## src/rtl/mem_port_arbiter.sv

```systemverilog
// mem_port_arbiter: shares the on-chip memory data port between two masters.
//   master 0 = CPU load/store, master 1 = UART loader / debug DMA.
// Ownership is registered and round-robin. One owner is served at a time,
// for at most MAX_BURST consecutive beats while the other master is waiting.
// Arbitration out of idle costs a one-cycle bubble. A hand-over between
// owners costs no bubble.
//
// Ports
//   clock, reset              : clock, asynchronous active-low reset
//   mX_req/addr/wdata/we      : master X single-beat request
//   mX_gnt                    : beat issued to memory this cycle (combinational)
//   mX_rvalid                 : read data for master X is on rdata this cycle
//   rdata                     : shared read data (mem_rdata pass-through)
//   mem_en/we/addr/wdata      : memory-side strobe, write enable, address, data
//   mem_rdata                 : memory read data, valid the cycle after a read
module mem_port_arbiter #(
  parameter int unsigned AW        = 16,
  parameter int unsigned DW        = 16,
  parameter int unsigned MAX_BURST = 4
) (
  input  logic          clock,
  input  logic          reset,
  input  logic          m0_req,
  input  logic [AW-1:0] m0_addr,
  input  logic [DW-1:0] m0_wdata,
  input  logic          m0_we,
  output logic          m0_gnt,
  output logic          m0_rvalid,
  input  logic          m1_req,
  input  logic [AW-1:0] m1_addr,
  input  logic [DW-1:0] m1_wdata,
  input  logic          m1_we,
  output logic          m1_gnt,
  output logic          m1_rvalid,
  output logic [DW-1:0] rdata,
  output logic          mem_en,
  output logic          mem_we,
  output logic [AW-1:0] mem_addr,
  output logic [DW-1:0] mem_wdata,
  input  logic [DW-1:0] mem_rdata
);

  localparam logic [1:0] StIdle = 2'd0;
  localparam logic [1:0] StOwn0 = 2'd1;
  localparam logic [1:0] StOwn1 = 2'd2;

  localparam logic [3:0] BurstLast = 4'(MAX_BURST - 1);

  logic [1:0] state_q, state_d;
  logic       last_q, last_d;
  logic [3:0] burst_cnt_q, burst_cnt_d;
  logic       rv0_q, rv0_d;
  logic       rv1_q, rv1_d;

  logic       own_id;
  logic       own_req;
  logic       oth_req;
  logic [1:0] oth_state;
  logic       burst_done;

  // Grants and the memory-side mux. Idle outputs are driven to zero so the
  // MMIO snoopers never see a stale address or data word.
  always_comb begin
    m0_gnt    = (state_q == StOwn0) & m0_req;
    m1_gnt    = (state_q == StOwn1) & m1_req;
    mem_en    = m0_gnt | m1_gnt;
    mem_we    = 1'b0;
    mem_addr  = '0;
    mem_wdata = '0;
    if (m0_gnt) begin
      mem_we    = m0_we;
      mem_addr  = m0_addr;
      mem_wdata = m0_wdata;
    end else if (m1_gnt) begin
      mem_we    = m1_we;
      mem_addr  = m1_addr;
      mem_wdata = m1_wdata;
    end
  end

  // Owner-relative view of the two masters; only meaningful in StOwn0/StOwn1.
  always_comb begin
    own_id    = (state_q == StOwn1);
    own_req   = own_id ? m1_req : m0_req;
    oth_req   = own_id ? m0_req : m1_req;
    oth_state = own_id ? StOwn0 : StOwn1;
    // '>=' also covers a count that ran past the limit while the other
    // master was quiet, so a late arrival still gets the port.
    burst_done = (burst_cnt_q >= BurstLast);
  end

  always_comb begin
    state_d     = state_q;
    last_d      = last_q;
    burst_cnt_d = burst_cnt_q;
    unique case (state_q)
      StIdle: begin
        burst_cnt_d = 4'd0;
        if (m0_req && m1_req) begin
          state_d = last_q ? StOwn0 : StOwn1;
        end else if (m0_req) begin
          state_d = StOwn0;
        end else if (m1_req) begin
          state_d = StOwn1;
        end
      end
      StOwn0, StOwn1: begin
        if (!own_req || (burst_done && oth_req)) begin
          last_d      = own_id;
          burst_cnt_d = 4'd0;
          state_d     = oth_req ? oth_state : StIdle;
        end else if (burst_cnt_q != 4'hF) begin
          burst_cnt_d = burst_cnt_q + 4'd1;
        end
      end
      default: begin
        state_d     = StIdle;
        burst_cnt_d = 4'd0;
      end
    endcase
  end

  // Read return: the beat's owner is remembered independently of the state
  // register, so a hand-over never disturbs an outstanding rvalid.
  always_comb begin
    rv0_d = m0_gnt & ~m0_we;
    rv1_d = m1_gnt & ~m1_we;
  end

  assign m0_rvalid = rv0_q;
  assign m1_rvalid = rv1_q;
  assign rdata     = mem_rdata;

  always_ff @(posedge clock or negedge reset) begin
    if (!reset) begin
      state_q     <= StIdle;
      last_q      <= 1'b1;
      burst_cnt_q <= 4'd0;
      rv0_q       <= 1'b0;
      rv1_q       <= 1'b0;
    end else begin
      state_q     <= state_d;
      last_q      <= last_d;
      burst_cnt_q <= burst_cnt_d;
      rv0_q       <= rv0_d;
      rv1_q       <= rv1_d;
    end
  end

endmodule
```

## config.mk

```make
export PLATFORM = sky130hd
export DESIGN_NAME = mem_port_arbiter
export DESIGN_NICKNAME = d
export VERILOG_FILES = /design/src/rtl/mem_port_arbiter.sv
export SDC_FILE = /design/constraint.sdc
export NUM_CORES = 1
export LEC_CHECK = 0
export CORE_UTILIZATION = 27
export DETAILED_ROUTE_END_ITERATION = 16
export GPL_TIMING_DRIVEN = 0
export PLACE_DENSITY = 0.95
export RECOVER_POWER = 50
export SLEW_MARGIN = 0
export SYNTH_ARGS = -nofsm -noshare
export SYNTH_HDL_FRONTEND = slang
export SYNTH_SLANG_ARGS = --single-unit
```

## constraint.sdc

```tcl
create_clock -name clock -period 4.4 [get_ports clock]
set_input_delay 0.88 -clock clock [delete_from_list [all_inputs] [get_ports clock]]
set_output_delay 0.88 -clock clock [all_outputs]
set_load 0.005 [all_outputs]
```

==> results of run 1 <==
-- final timing paths --
path                                   startpoint                          to  slack, ns
max                                        m0_req                 mem_addr[5]       0.72
min                            last_q$_DFFE_PN1P_          last_q$_DFFE_PN1P_       0.54
max reg2reg                state_q[0]$_DFFE_PN0P_  burst_cnt_q[3]$_DFFE_PN0P_       2.74
min reg2reg                    last_q$_DFFE_PN1P_          last_q$_DFFE_PN1P_       0.54
max in group asynchronous                   reset          last_q$_DFFE_PN1P_       3.06
min in group asynchronous                   reset  burst_cnt_q[0]$_DFFE_PN0P_       1.01
-- state kept, by name, indices dropped and copies added (netlist names) --
register,count
m0_rvalid,1
state_q,2
burst_cnt_q,4
last_q,1
m1_rvalid,1
-- worst max-delay path, stage by stage --
cell and delay (ns):
dlygate4sd3_1 0.54, nand2_1 0.10, inv_2 0.16, clkbuf_1 0.37
a22o_1 0.23, clkdlybuf4s50_1 0.52
-- synth_stat cells (all sizes together) --
cell	count	area [sq um]
nor3	3	20.0
inv	5	18.8
nand2b	2	12.5
nand3	3	15.0
nor3b	2	15.0
a22o	34	298
mux2i	4	40.0
xnor2	1	8.76
a21boi	3	22.5
nand4	1	6.26
dfstp	1	26.3
buf	23	164
nor2b	1	6.26
dfrtp	8	200
o21bai	1	7.51
nor2	9	36.3
and3b	1	8.76
a31oi	1	6.26
ha	5	62.6
nand3b	1	7.51
clkbuf	2	7.51
o22a	1	8.76
o21ai	2	10.0
nand2	6	25.0
o221ai	1	8.76
-- final cells by class --
class                      count  area (sq um)  share of cell area, %
timing repair buffer         122          1220                   51.6
tap                           48          60.1                   2.54
sequential                     9           226                   9.58
buffer                        25           168                   7.09
clock buffer                   4          45.0                   1.90
inverter                       5          18.8                  0.794
multi-input combinational     82           626                   26.5
-- report_power, final --
group	internal, mW	total, mW	switching, mW
Clock	0.0636	0.102	0.0380
Combinational	0.318	0.515	0.197
Sequential	0.105	0.119	0.0143
-- cells by family (layout without fill, tap and decap cells) --
| kind of cell | count (synthesis) | in the layout |
|---|---|---|
| AO/OA/AOI/OAI | 43 | 43 |
| buffers and inverters | 30 | 156 |
| AND/OR/NAND/NOR | 29 | 29 |
| flip-flops | 9 | 9 |
| adder cells (fa/ha/maj) | 5 | 5 |
| multiplexers | 4 | 4 |
| XOR/XNOR | 1 | 1 |
-- layer usage --
metal	share of wire (%)	track usage, %
met5	0	0
met3	7.8	5.54
met2	53	37.9
met4	0.62	3.89
met1	39	22.0
==> flow_summary.toml, run 1 <==
[timing]
fin_tns_setup_ns = 0
layout_setup_ws_ns = 0.715
finalSetupViolations = 0
final.setup_skew_ns = 0.00436
holdWs_ns = 0.538
drv_slew = 0
relSlewSlack_pct = 70.2
period_minus_slack_ns = 3.68
fin_crit_sh_pct = 83.7
rsz0062_at_grt = "false"
tightestPinTransition_ns = 0.447
hold_violations = 0
fmax_ghz = 0.271

[job]
max_cap_viol_count = 0

[clock_tree]
cts_sinks = 9
cts_post_setup_buffers_inserted = 0
cts_max_level = 1
clock_latency_ns = 0.24
cts_resized = 0
clk_pin_slew_ns = 0.05
cts_buffers = 3
cts_tree = "done"
cts_buffer_depth = 2
cts_hold_buffers = 0
root_buffer = "clkbuf_8"

[pwr]
total_power_uw = 736
ir_worst_vdd_v = 0.000226
powerDensity_mw_per_mm2 = 311
total_leakage_power_nw = 1.02

[global_routing]
gr-total-overflow = 0
grt_pass1_vias = 1344
grt_pass1_wl_um = 6420
grt_max_degree = 11
track_usage_pct = 20.0
antenna_found_initial = 0

[die]
dieWidth_um = 64.1
start_util_pct = 28.3
die_y_um = 64.1
core_sq_mm = 0.00369
ios = 140
die_area_sq_mm = 0.00411
rows = 22

[cells_and_area]
final_common_cell = "clkdlybuf4s50_1"
syn2layout_area_growth_pct = 127
fin_nets = 339
final_cell_mix = "clkdlybuf4s50_1 (101), a22o_1 (34), dlygate4sd3_1 (21)"
finalInstanceArea_sq_mm = 0.00236
num-fill-cells = 335
drive_gt1_share_pct = 12.1
fin_util_pct = 64.1
layoutNonFillerInstCount = 295
antenna_cells = 0

[setup_path]
critical_path_class = "in -> out"
critPathLaunchType = "input port"
worstPathRequired_ns = 3.52
end_kind = "output pin"
critical_path.max_fanout = 10
cp.arrival_ns = 2.80
reg2regPathDepth = 6

[logic_synthesis]
yosys_register_bits = 9
ys_seq_area_share_pct = 21.7
synth_nets = 212
netlist_area_sq_mm = 0.00104
synth_xor_area_share_pct = 0.840
synthCells = 121
synth_fa_ha_area_share_pct = 6.00
muxShareOfSynthArea_pct = 3.84
syn-mean-instance-area_sq_um = 8.61
synth_compound_area_share_pct = 34.7
synth_top_family_by_area = "compound AO/OA/AOI/OAI gates"
yosysUniqueCellTypes = 32
yosysWarningCount = 0
synth-simple-area-share_pct = 14.6

[place]
io_buffers = 122
place.gp.congestion = 0.849
post-place-ws_ns = 0.773
dp_hpwl_um = 3480
dp_cells = 291
placed_area_sq_mm = 0.00232

[route]
vias = 1375
totalWireLength_um = 4200
avgRoutedWirePerCell_um = 14.2
initialDrtViolationCount = 24
avgViaCountPerCell = 4.66
drtAntennaViolNets = 0
drtPass1Iterations = 4
drc = 0

[worst_hold_path]
hp-class = "reg -> reg"
holdPathStages = 1

[outcome]
status = "complete, no violations"
Note: power is estimated with default switching activity, not from simulation.
==> inputs of run 2 (changes only) <==
Settings changed: CORE_UTILIZATION 27 to 23, PLACE_DENSITY 0.95 to 0.91.
Clock period 4.4 ns to 3.2 ns, I/O delays scaled along.
==> run 2 against run 1 <==
Effect of this change: largest power group unchanged; first-iteration DRC count fell by 17%; register-to-register slack worse by 1.2 ns; via count grew 2.4%; cell count grew 1.4%; critical path type unchanged; critical endpoint is now mem_addr[2]; clock skew is 0.0037 ns lower; worst setup slack got worse by 0.55 ns; worst hold slack got worse by 0.015 ns; critical path depth did not move; total power rose by 38%; cell area rose by 0.58%.
==> flow_summary.toml, run 2 (synthesized netlist as in run 1, its figures left out) <==
[global_routing]
antenna_found_initial = 0
grt_pass1_vias = 1387
track_usage_pct = 16.8
grt_max_degree = 11
gr-total-overflow = 0
grt_pass1_wl_um = 6650

[die]
start_util_pct = 23.9
die_y_um = 69.3
ios = 140
die_area_sq_mm = 0.00480
core_sq_mm = 0.00435
dieWidth_um = 69.3
rows = 24

[cells_and_area]
final_common_cell = "clkdlybuf4s50_1"
drive_gt1_share_pct = 13.4
finalInstanceArea_sq_mm = 0.00238
largest_reg_flops = 4
antenna_cells = 0
layoutNonFillerInstCount = 299
syn2layout_area_growth_pct = 128
top_regs = "burst_cnt_q x4, state_q x2"
fin_nets = 339
final_cell_mix = "clkdlybuf4s50_1 (103), a22o_1 (34), buf_4 (19), dlygate4sd3_1 (19)"
largest_register = "burst_cnt_q"
num-fill-cells = 409

[route]
vias = 1408
totalWireLength_um = 4170
drtAntennaViolNets = 0
drc = 0
avgRoutedWirePerCell_um = 13.9
initialDrtViolationCount = 20
avgViaCountPerCell = 4.71
drtPass1Iterations = 4

[setup_path]
critical_path_class = "in -> out"
critical_path.max_fanout = 10
critPathLaunchType = "input port"
cp.arrival_ns = 2.40
worstPathRequired_ns = 2.56
end_kind = "output pin"

[worst_hold_path]
hp-class = "reg -> reg"

[place]
dp_hpwl_um = 3560
placed_area_sq_mm = 0.00233
dp_cells = 295
io_buffers = 122
place.gp.congestion = 0.768

[timing]
hold_violations = 0
tightestPinTransition_ns = 0.389
rsz0062_at_grt = "false"
period_minus_slack_ns = 3.04
fin_crit_sh_pct = 94.9
finalSetupViolations = 0
relSlewSlack_pct = 74.0
final.setup_skew_ns = 0.000649
fmax_ghz = 0.329
holdWs_ns = 0.523
drv_slew = 0
fin_tns_setup_ns = 0

[outcome]
status = "complete, no violations"

[clock_tree]
cts_max_level = 1
cts_sinks = 9
clk_pin_slew_ns = 0.04
cts_buffer_depth = 2
clock_latency_ns = 0.23
cts_buffers = 3
cts_hold_buffers = 0
root_buffer = "clkbuf_8"
cts_tree = "done"
cts_post_setup_buffers_inserted = 0

[pwr]
ir_worst_vdd_v = 0.000272
total_leakage_power_nw = 1.03
total_power_mw = 1.01
powerDensity_mw_per_mm2 = 426

[job]
max_cap_viol_count = 0
-- run 2: final cells by class --
cell class                 count  area [sq um]  share of cell area [%]
timing repair buffer         122          1220                    51.3
tap                           52          65.1                    2.74
sequential                     9           226                    9.52
buffer                        25           171                    7.21
inverter                       5          18.8                   0.789
clock buffer                   4          45.0                    1.89
multi-input combinational     82           631                    26.5
-- run 2: worst paths after layout --
path / from / end / slack (ns) / depth (start not counted)
worst max-delay path: m0_req / mem_addr[2] / 0.16 / 6
worst max register to register: state_q[0]$_DFFE_PN0P_ / state_q[0]$_DFFE_PN0P_ / 1.59 / 7
min in group asynchronous: reset / burst_cnt_q[0]$_DFFE_PN0P_ / 0.77 / 1
max in group asynchronous: reset / last_q$_DFFE_PN1P_ / 2.12 / 1
worst min register to register: last_q$_DFFE_PN1P_ / last_q$_DFFE_PN1P_ / 0.52 / 1
worst min-delay path: last_q$_DFFE_PN1P_ / last_q$_DFFE_PN1P_ / 0.52 / 1
-- run 2: through the flow --
stage	setup slack [ns]	utilization [%]
floorplan	1.15	-
global placement	0.0469	53.5
detailed placement	-0.00243	53.5
CTS	0.00830	54.5
global route	0.0625	54.6
finish	0.164	54.6
-- run 2: routing by layer --
layer / vias up / GRT usage (%) / wire length [um]
met5: - / 0 / 0
met4: 0 / 4.99 / 58
met3: 6 / 2.33 / 240
met2: 71 / 30.7 / 2170
met1: 646 / 20.0 / 1700
li1: 685 / - / -
-- run 2: repair_timing --
item	4_1_cts	5_1_grt
endpoints found under the setup margin	2	29
pin swaps	0	0
gates resized for setup	1	4
endpoints found under the hold margin	0	0
-- run 2: power by group --
group | internal (mW) | leakage, nW | switching, mW
Sequential | 0.144 | 0.118 | 0.0202
Combinational | 0.440 | 0.885 | 0.280
Clock | 0.0866 | 0.0228 | 0.0429
-- run 2: critical path: stages --
cell	delay, ns
clkdlybuf4s50_1	0.50
nand2_1	0.12
inv_2	0.17
clkbuf_2	0.27
a22o_1	0.20
clkdlybuf4s50_1	0.50
